$ cat src/rtl/pyramid_sequencer.sv
// pyramid_sequencer: issues the BUILD/SOLVE/UPSAMPLE/WARP/ACCUM op stream for pyramidal Lucas-Kanade.
// Optional WAIT-state watchdog is compiled in when PYR_SEQ_WATCHDOG_EN is defined.
module pyramid_sequencer #(
    parameter int NUM_LEVELS      = 3,
    parameter int ITERS_PER_LEVEL = 1,
    parameter int TIMEOUT_CYCLES  = 2**20,
    parameter int LVL_W           = 2
) (
    input  logic             clk,
    input  logic             rst_n,
    input  logic             start,
    input  logic             abort,
    output logic             busy,
    output logic             done,
    output logic             error,
    output logic             op_start,
    output logic [2:0]       op_code,
    output logic [LVL_W-1:0] op_level,
    input  logic             op_done,
    output logic [1:0]       iter_idx,
    output logic [2:0]       current_state
);

    typedef enum logic [2:0] {
        ST_IDLE  = 3'd0,
        ST_ISSUE = 3'd1,
        ST_WAIT  = 3'd2,
        ST_DONE  = 3'd3,
        ST_ERROR = 3'd4
    } state_t;

    localparam logic [2:0]       OP_BUILD    = 3'd0;
    localparam logic [2:0]       OP_SOLVE    = 3'd1;
    localparam logic [2:0]       OP_UPSAMPLE = 3'd2;
    localparam logic [2:0]       OP_WARP     = 3'd3;
    localparam logic [2:0]       OP_ACCUM    = 3'd4;
    localparam logic [1:0]       LAST_ITER   = 2'(ITERS_PER_LEVEL - 1);
    localparam logic [LVL_W-1:0] LAST_LVL    = LVL_W'(NUM_LEVELS - 1);

    state_t             state_r;
    state_t             next_state_s;
    logic [2:0]         op_code_r;
    logic [LVL_W-1:0]   op_level_r;
    logic [1:0]         iter_r;
    logic [2:0]         next_code_s;
    logic [LVL_W-1:0]   next_level_s;
    logic [1:0]         next_iter_s;
    logic               end_of_iter_s;
    logic               last_op_s;
    logic               timeout_s;
    logic               busy_s;
    logic               done_s;
    logic               error_s;
    logic               op_start_s;
    logic               busy_r;
    logic               done_r;
    logic               error_r;
    logic               op_start_r;

`ifdef PYR_SEQ_WATCHDOG_EN
    localparam logic [20:0] WD_LAST = 21'(TIMEOUT_CYCLES - 1);
    logic [20:0] wd_cnt_r;

    // WAIT-cycle counter, cleared while the op is being launched
    always_ff @(posedge clk or negedge rst_n) begin
        if (!rst_n) begin
            wd_cnt_r <= 21'd0;
        end else if (state_r == ST_ISSUE) begin
            wd_cnt_r <= 21'd0;
        end else if (state_r == ST_WAIT) begin
            wd_cnt_r <= wd_cnt_r + 21'd1;
        end else begin
            wd_cnt_r <= wd_cnt_r;
        end
    end

    assign timeout_s = (state_r == ST_WAIT) && (wd_cnt_r == WD_LAST);
`else
    logic unused_timeout_s;
    assign unused_timeout_s = ^21'(TIMEOUT_CYCLES);
    assign timeout_s        = 1'b0;
`endif

    // State register
    always_ff @(posedge clk or negedge rst_n) begin
        if (!rst_n) begin
            state_r <= ST_IDLE;
        end else begin
            state_r <= next_state_s;
        end
    end

    // Successor op; the level-0 prefix SOLVE closes iteration 0 just like an ACCUM does
    always_comb begin
        next_code_s   = op_code_r;
        next_level_s  = op_level_r;
        next_iter_s   = iter_r;
        last_op_s     = 1'b0;
        end_of_iter_s = (op_code_r == OP_ACCUM) ||
                        ((op_code_r == OP_SOLVE) && (op_level_r == '0) && (iter_r == 2'd0));
        if (end_of_iter_s) begin
            if (iter_r != LAST_ITER) begin
                next_code_s = OP_WARP;
                next_iter_s = iter_r + 2'd1;
            end else if (op_level_r != LAST_LVL) begin
                next_code_s  = OP_UPSAMPLE;
                next_level_s = op_level_r + 1'b1;
                next_iter_s  = 2'd0;
            end else begin
                last_op_s = 1'b1;
            end
        end else begin
            case (op_code_r)
                OP_BUILD:    next_code_s = OP_SOLVE;
                OP_UPSAMPLE: next_code_s = OP_WARP;
                OP_WARP:     next_code_s = OP_SOLVE;
                OP_SOLVE:    next_code_s = OP_ACCUM;
                default:     last_op_s   = 1'b1;
            endcase
        end
    end

    // Next-state logic; abort outranks op_done, op_done outranks the watchdog
    always_comb begin
        next_state_s = state_r;
        case (state_r)
            ST_IDLE: begin
                if (start) next_state_s = ST_ISSUE;
                else       next_state_s = ST_IDLE;
            end
            ST_ISSUE: begin
                if (abort) next_state_s = ST_IDLE;
                else       next_state_s = ST_WAIT;
            end
            ST_WAIT: begin
                if (abort)          next_state_s = ST_IDLE;
                else if (op_done)   next_state_s = last_op_s ? ST_DONE : ST_ISSUE;
                else if (timeout_s) next_state_s = ST_ERROR;
                else                next_state_s = ST_WAIT;
            end
            ST_DONE: next_state_s = ST_IDLE;
            ST_ERROR: begin
                if (abort)      next_state_s = ST_IDLE;
                else if (start) next_state_s = ST_ISSUE;
                else            next_state_s = ST_ERROR;
            end
            default: next_state_s = ST_IDLE;
        endcase
    end

    // Op descriptor, loaded only on entry to ISSUE
    always_ff @(posedge clk or negedge rst_n) begin
        if (!rst_n) begin
            op_code_r  <= 3'd0;
            op_level_r <= '0;
            iter_r     <= 2'd0;
        end else if (next_state_s == ST_ISSUE) begin
            if (state_r == ST_WAIT) begin
                op_code_r  <= next_code_s;
                op_level_r <= next_level_s;
                iter_r     <= next_iter_s;
            end else begin
                op_code_r  <= OP_BUILD;
                op_level_r <= '0;
                iter_r     <= 2'd0;
            end
        end else begin
            op_code_r  <= op_code_r;
            op_level_r <= op_level_r;
            iter_r     <= iter_r;
        end
    end

    // Output decode from the upcoming state so the flops track the state register
    always_comb begin
        busy_s     = (next_state_s == ST_ISSUE) || (next_state_s == ST_WAIT);
        done_s     = (next_state_s == ST_DONE);
        op_start_s = (next_state_s == ST_ISSUE);
`ifdef PYR_SEQ_WATCHDOG_EN
        error_s    = (next_state_s == ST_ERROR);
`else
        error_s    = 1'b0;
`endif
    end

    // Output registers
    always_ff @(posedge clk or negedge rst_n) begin
        if (!rst_n) begin
            busy_r     <= 1'b0;
            done_r     <= 1'b0;
            error_r    <= 1'b0;
            op_start_r <= 1'b0;
        end else begin
            busy_r     <= busy_s;
            done_r     <= done_s;
            error_r    <= error_s;
            op_start_r <= op_start_s;
        end
    end

    assign busy          = busy_r;
    assign done          = done_r;
    assign error         = error_r;
    assign op_start      = op_start_r;
    assign op_code       = op_code_r;
    assign op_level      = op_level_r;
    assign iter_idx      = iter_r;
    assign current_state = state_r;

endmodule

$ cat config.mk
export PLATFORM = sky130hd
export DESIGN_NAME = pyramid_sequencer
export DESIGN_NICKNAME = d
export VERILOG_FILES = /design/src/rtl/pyramid_sequencer.sv
export SDC_FILE = /design/constraint.sdc
export NUM_CORES = 1
export LEC_CHECK = 0
export ABC_AREA = 0
export BUFFER_PORTS_ARGS = -buffer_cell sky130_fd_sc_hd__buf_2
export CAP_MARGIN = 0
export CORE_AREA = 2 2 44 46
export DETAILED_ROUTE_END_ITERATION = 8
export DIE_AREA = 0 0 46 48
export PLACE_DENSITY = 0.72
export SKIP_LAST_GASP = 1
export SYNTH_ARGS = -nofsm -noshare
export SYNTH_HDL_FRONTEND = slang
export SYNTH_SLANG_ARGS = --single-unit
$ cat constraint.sdc
create_clock -name clk -period 2.1 [get_ports clk]
set_input_delay 0.525 -clock clk [delete_from_list [all_inputs] [get_ports clk]]
set_output_delay 0.525 -clock clk [all_outputs]
set_load 0.01 [all_outputs]
# Word-level counts from Yosys, hierarchy flattened
# Index checks and enable logic that the tools add are counted.
[totals]
regBits = 13
inputBits = 5
out_inout_bits = 14
wordCells = 65
[op_classes]
n_addsub = 2
n_eq_ne = 17
mux = 25
reduce_logical = 14
[op_table]
columns = ["cell", "n"]
rows = [
  ["$mux 2", 12],
  ["$mux 3", 6],
  ["$eq 3x2->1 const B", 5],
  ["$pmux 3 s4", 1],
  ["$eq 3x1->1 const B", 3],
  ["$pmux 3 s3", 1],
  ["$ne 2x2->1 const B", 4],
  ["$eq 3x3->1 const B", 2],
  ["$logic_not 3->1", 2],
  ["$reduce_and 3->1", 2],
  ["$mux 1", 5],
  ["$ne 5x4->1 const B", 1],
  ["$add 2x1->2 const B", 2],
  ["$logic_not 2->1", 2],
  ["$ne 4x4->1 const B", 1],
  ["$reduce_and 4->1", 1],
  ["$reduce_or 4->1", 1],
  ["$ne 3x3->1 const B", 1],
  ["$logic_and 1x1->1", 2],
  ["$logic_or 1x1->1", 2],
  ["$reduce_bool 2->1", 1],
  ["$reduce_or 2->1", 1],
]

# Longest topological paths before layout
[logic_depth]
depth_word = 11
ltp_mapped = 8
ltp_nobuf = 8

# Least setup slack after synthesis
# No wires, ideal clock.
[synth_timing]
path_type = "reg2reg"
startpoint = "reg iter_r[0] (netlist: iter_idx[0])"
endpoint = "reg op_code_r[2] (netlist: op_code[2])"
setup_ns = 0.125
arrival_ns = 1.652
slack_ns = 0.323
path_stages_with_launch = 9
n_path_buf = 0
period_less_slack_ns = 1.777
path_cell_list = "dfrtp_1 -> inv_1 -> ha_1 -> and4b_1 -> o21ai_1 -> a21bo_4 -> nand2_4 -> inv_4 -> mux2_4"
[synth_between]
elab_chain_cells = 10
elab_cells_between_ends = 17
cone_classes = "3 x eq/ne; 9 x mux; 5 x reduce/logical"
[synth_rtl]
columns = ["element", "line", "source"]
rows = [
  ["start, declared", "44", "logic [1:0] iter_r;"],
  ["start signal, assigned", "161", "iter_r <= next_iter_s;"],
  ["start signal, assigned", "170", "iter_r <= iter_r;"],
  ["$logic_not 2->1", "100", "((op_code_r == OP_SOLVE) && (op_level_r == '0) && (iter_r == 2'd0));"],
  ["$logic_and 1x1->1", "100", ""],
  ["$logic_or 1x1->1", "99", "end_of_iter_s = (op_code_r == OP_ACCUM) ||"],
  ["$mux 1 (*)", "101", "if (end_of_iter_s) begin"],
  ["$mux 2 (*) (2 in a row)", "137", "else if (op_done) next_state_s = last_op_s ? ST_DONE : ST_ISSUE;"],
  ["$mux 2 (*)", "136", "if (abort) next_state_s = ST_IDLE;"],
  ["$pmux 3 s4 (*)", "126", "case (state_r)"],
  ["$eq 3x1->1 (*)", "--", ""],
  ["via op_start_s", "54", "logic op_start_s;"],
  ["$reduce_and 3->1 (no line) (*)", "--", ""],
  ["end signal, assigned", "159", "op_code_r <= next_code_s;"],
  ["end signal, assigned", "168", "op_code_r <= op_code_r;"],
  ["end, declared", "42", "logic [2:0] op_code_r;"],
]
# Mark *: on every way through the listed nets, which the timed path passes. The rest lies on a longest branch.
# A chain may end at the register's enable or synchronous reset.

# Worst setup path in the final report
[layout_timing]
startpoint = "reg iter_r[1] (netlist: iter_idx[1])"
endpoint = "reg op_code_r[2] (netlist: op_code[2])"
# The elaborated chain is that of the path after synthesis.

==> out/metrics.cfg <==
[route]
vias_per_cell=5.44
drc=0
num_vias=620
wirelength_microns=1660
firstDrtPassIters=4
wl_per_cell_microns=14.5
drtIter0Drc=11
ant_nets=0

[placement]
io_buffers=17
gp_congestion=0.843
dp_hpwl_microns=1330
numPlacedInstances=110

[global_route]
first_global_vias=590
grt_antenna_before_repair=0
grt.overflow.total=0
grt_first_pass_wirelength_microns=2680
grt_use_total=0.175
grt_max_degree=14

[setup_path]
cp_slowest_cell=dfrtp_1
rr_startpoint=iter_idx[1]
arrival_ps=2060
reg2reg_setup_slack_ps=200
r2r-end=op_code[2]
critPathTopFamily=compound AO/OA/AOI/OAI gates
reg2regPathDepth=8
crit_path_end_kind=register
criticalPathCategory=reg2reg
worst_path_largest_cell_delay_ps=400
path_buf_inv=2
start_kind=register
crit_chain=inv_1 > ha_1 > and4b_1 > o21ai_1 > a21bo_4 > nand2_4 > inv_4 > mux2_4
cp_data_required_time_ps=2270
critPathMaxFanout=7

[run_status]
status=finished, final reports clean

[cts]
cts_made_buffers=3
cts_setup_buffers=0
clk_latency_ps=270
cts_sinks=13
root_buffer=clkbuf_4
clockBufferDepth=2
htree_levels=1
post_cts_resized=0
ctsHoldBuffers=0
cts_tree=done
clk_pin_slew_ps=90

[die]
pin_count=19
fp.dieH_microns=48
start_util=0.490
die_w_microns=46
die_area_sq_um=2210
fp-row-count=15
core_area_sq_um=1690

[finish]
seqCellArea_sq_um=325
antennaDiodeCount=0
drive_gt1_frac=0.351
areaGrowthSynthToFinish_pct=14.7
finalNetCount=107
multi_input_area_sq_um=459
stdcell_count=114
fillers=152
postLayoutCoreUtil=0.562

[timing]
finalCriticalPeriod_ps=1900
finalClockSkew_ps=3.22
setup_tns_ps=0
period_share=0.903
setup_viol=0
rsz0062_at_grt=false
hold_violations=0
maxSlewViolCount=0
max_freq_mhz=527

[synthesis]
synth_fp_nets=87
ys_ff_latch=13
synthFlopType=dfrtp_1
synth.distinct_cells=36
yosysSeqAreaShare=0.393
synth_edf_count=0
synth.avg_cell_area_sq_um=10.6
synthesis.area_sq_um=828
synthArstFlopShare=1.00
synthesis.instances=78
yosysWarnings=0

[worst_hold_path]
hold_class=in2async

[power_and_ir_drop]
p_clk_frac=0.237
p_seq_frac=0.462
power_switching_uw=226
ir_worst_vdd_mv=0.491
p_comb_frac=0.301
p_leak_uw=0.000458
power.density_nw_per_um2=689
netSwitchingFraction=0.345
p_int_uw=429

[job]
maxCapViolCount=0

## cell usage after synthesis (2+ instances only)
| master | instances | area share |
|---|---|---|
| a2111oi_4 | 2 | 0.066 |
| a21o_1 | 2 | 0.018 |
| a21oi_1 | 3 | 0.018 |
| a21oi_2 | 2 | 0.021 |
| a22o_1 | 2 | 0.021 |
| and2b_1 | 3 | 0.027 |
| dfrtp_1 | 13 | 0.39 |
| ha_1 | 4 | 0.060 |
| inv_1 | 5 | 0.023 |
| inv_4 | 2 | 0.015 |
| nand2_1 | 4 | 0.018 |
| nor2_1 | 6 | 0.027 |
| nor2b_1 | 2 | 0.015 |
| nor3_1 | 3 | 0.018 |
| o21ai_0 | 3 | 0.018 |
| o31ai_1 | 2 | 0.018 |
## cell usage in the layout, fill, tap and decap left out, types with 3 or more instances in the layout
cell type	Yosys	layout
nor2_1	6	6
inv_1	5	5
nand2_1	4	4
a21oi_1	3	3
clkbuf_4	0	3
nor3_1	3	3
dfrtp_1	13	13
buf_2	1	17
and2b_1	3	3
ha_1	4	4
o21ai_0	3	3
## per-layer routing
| metal | track usage | up-vias | wire (microns) |
|---|---|---|---|
| met5 | 0 | - | 0 |
| met4 | 0.0514 | 0 | 10 |
| met3 | 0.0340 | 2 | 59 |
| met2 | 0.297 | 12 | 804 |
| met1 | 0.227 | 288 | 781 |
| li1 | - | 318 | - |
## kinds of logic after synthesis
kind of cell | count (synthesis) | synth area share
AOI/OAI and AO/OA | 22 | 0.254
adders and majority gates | 4 | 0.0604
buffers and inverters | 9 | 0.0529
DFF | 13 | 0.393
muxes | 1 | 0.0181
other | 1 | 0.00453
and+or+nand+nor | 28 | 0.218
## registers in the layout, indices dropped and copies added, names as in the netlist
| name | cells |
|---|---|
| op_code | 3 |
| current_state | 3 |
| op_level | 2 |
| busy | 1 |
| iter_idx | 2 |
| op_start | 1 |
| done | 1 |
## through the flow
| stage | instance area [sq um] | total power (uW) | hold slack [ps] | setup slack, ps |
|---|---|---|---|---|
| finish | 950 | 655 | 120 | 203 |
| global route | 950 | 706 | 114 | 25.7 |
| floorplan | 828 | 443 | 229 | 323 |
| detailed placement | 922 | 507 | 425 | 132 |
| global placement | 922 | 502 | 425 | 141 |
| CTS | 950 | 667 | 120 | 203 |
## area by class of cell
type                       instances  share of cell area
sequential                        13               0.343
tap                               17              0.0224
clock inverter                     1             0.00527
clock buffer                       3              0.0237
multi-input combinational         56               0.484
timing repair buffer              17              0.0896
inverter                           7              0.0329
## power groups by stage
stage / clock (uW) / combinational, uW / sequential (uW)
after global placement: 0 / 194 / 308
after global routing: 183 / 215 / 308
after CTS: 165 / 199 / 303
after detailed placement: 0 / 198 / 308
after floorplan: 0 / 130 / 313
final: 155 / 197 / 302
## worst max-delay path by stage
stage	end	slack, ps	cells after the start	startpoint
floorplan	op_code[2]	320	8	iter_idx[0]
global placement	op_code[2]	140	7	abort
detailed placement	op_code[2]	130	7	abort
CTS	op_level[0]	200	7	iter_idx[0]
global route	op_level[0]	30	7	iter_idx[0]
finish	op_code[2]	200	8	iter_idx[1]
## worst reg2reg max path, delay by kind of cell, from the launching register on
kind	cells	cell delay, ps
simple gates	2	290
mux	1	290
compound gates	2	430
flops	1	400
buf+inv	2	140
fa+ha+maj	1	250
Note: power is estimated with default switching activity, not from simulation.
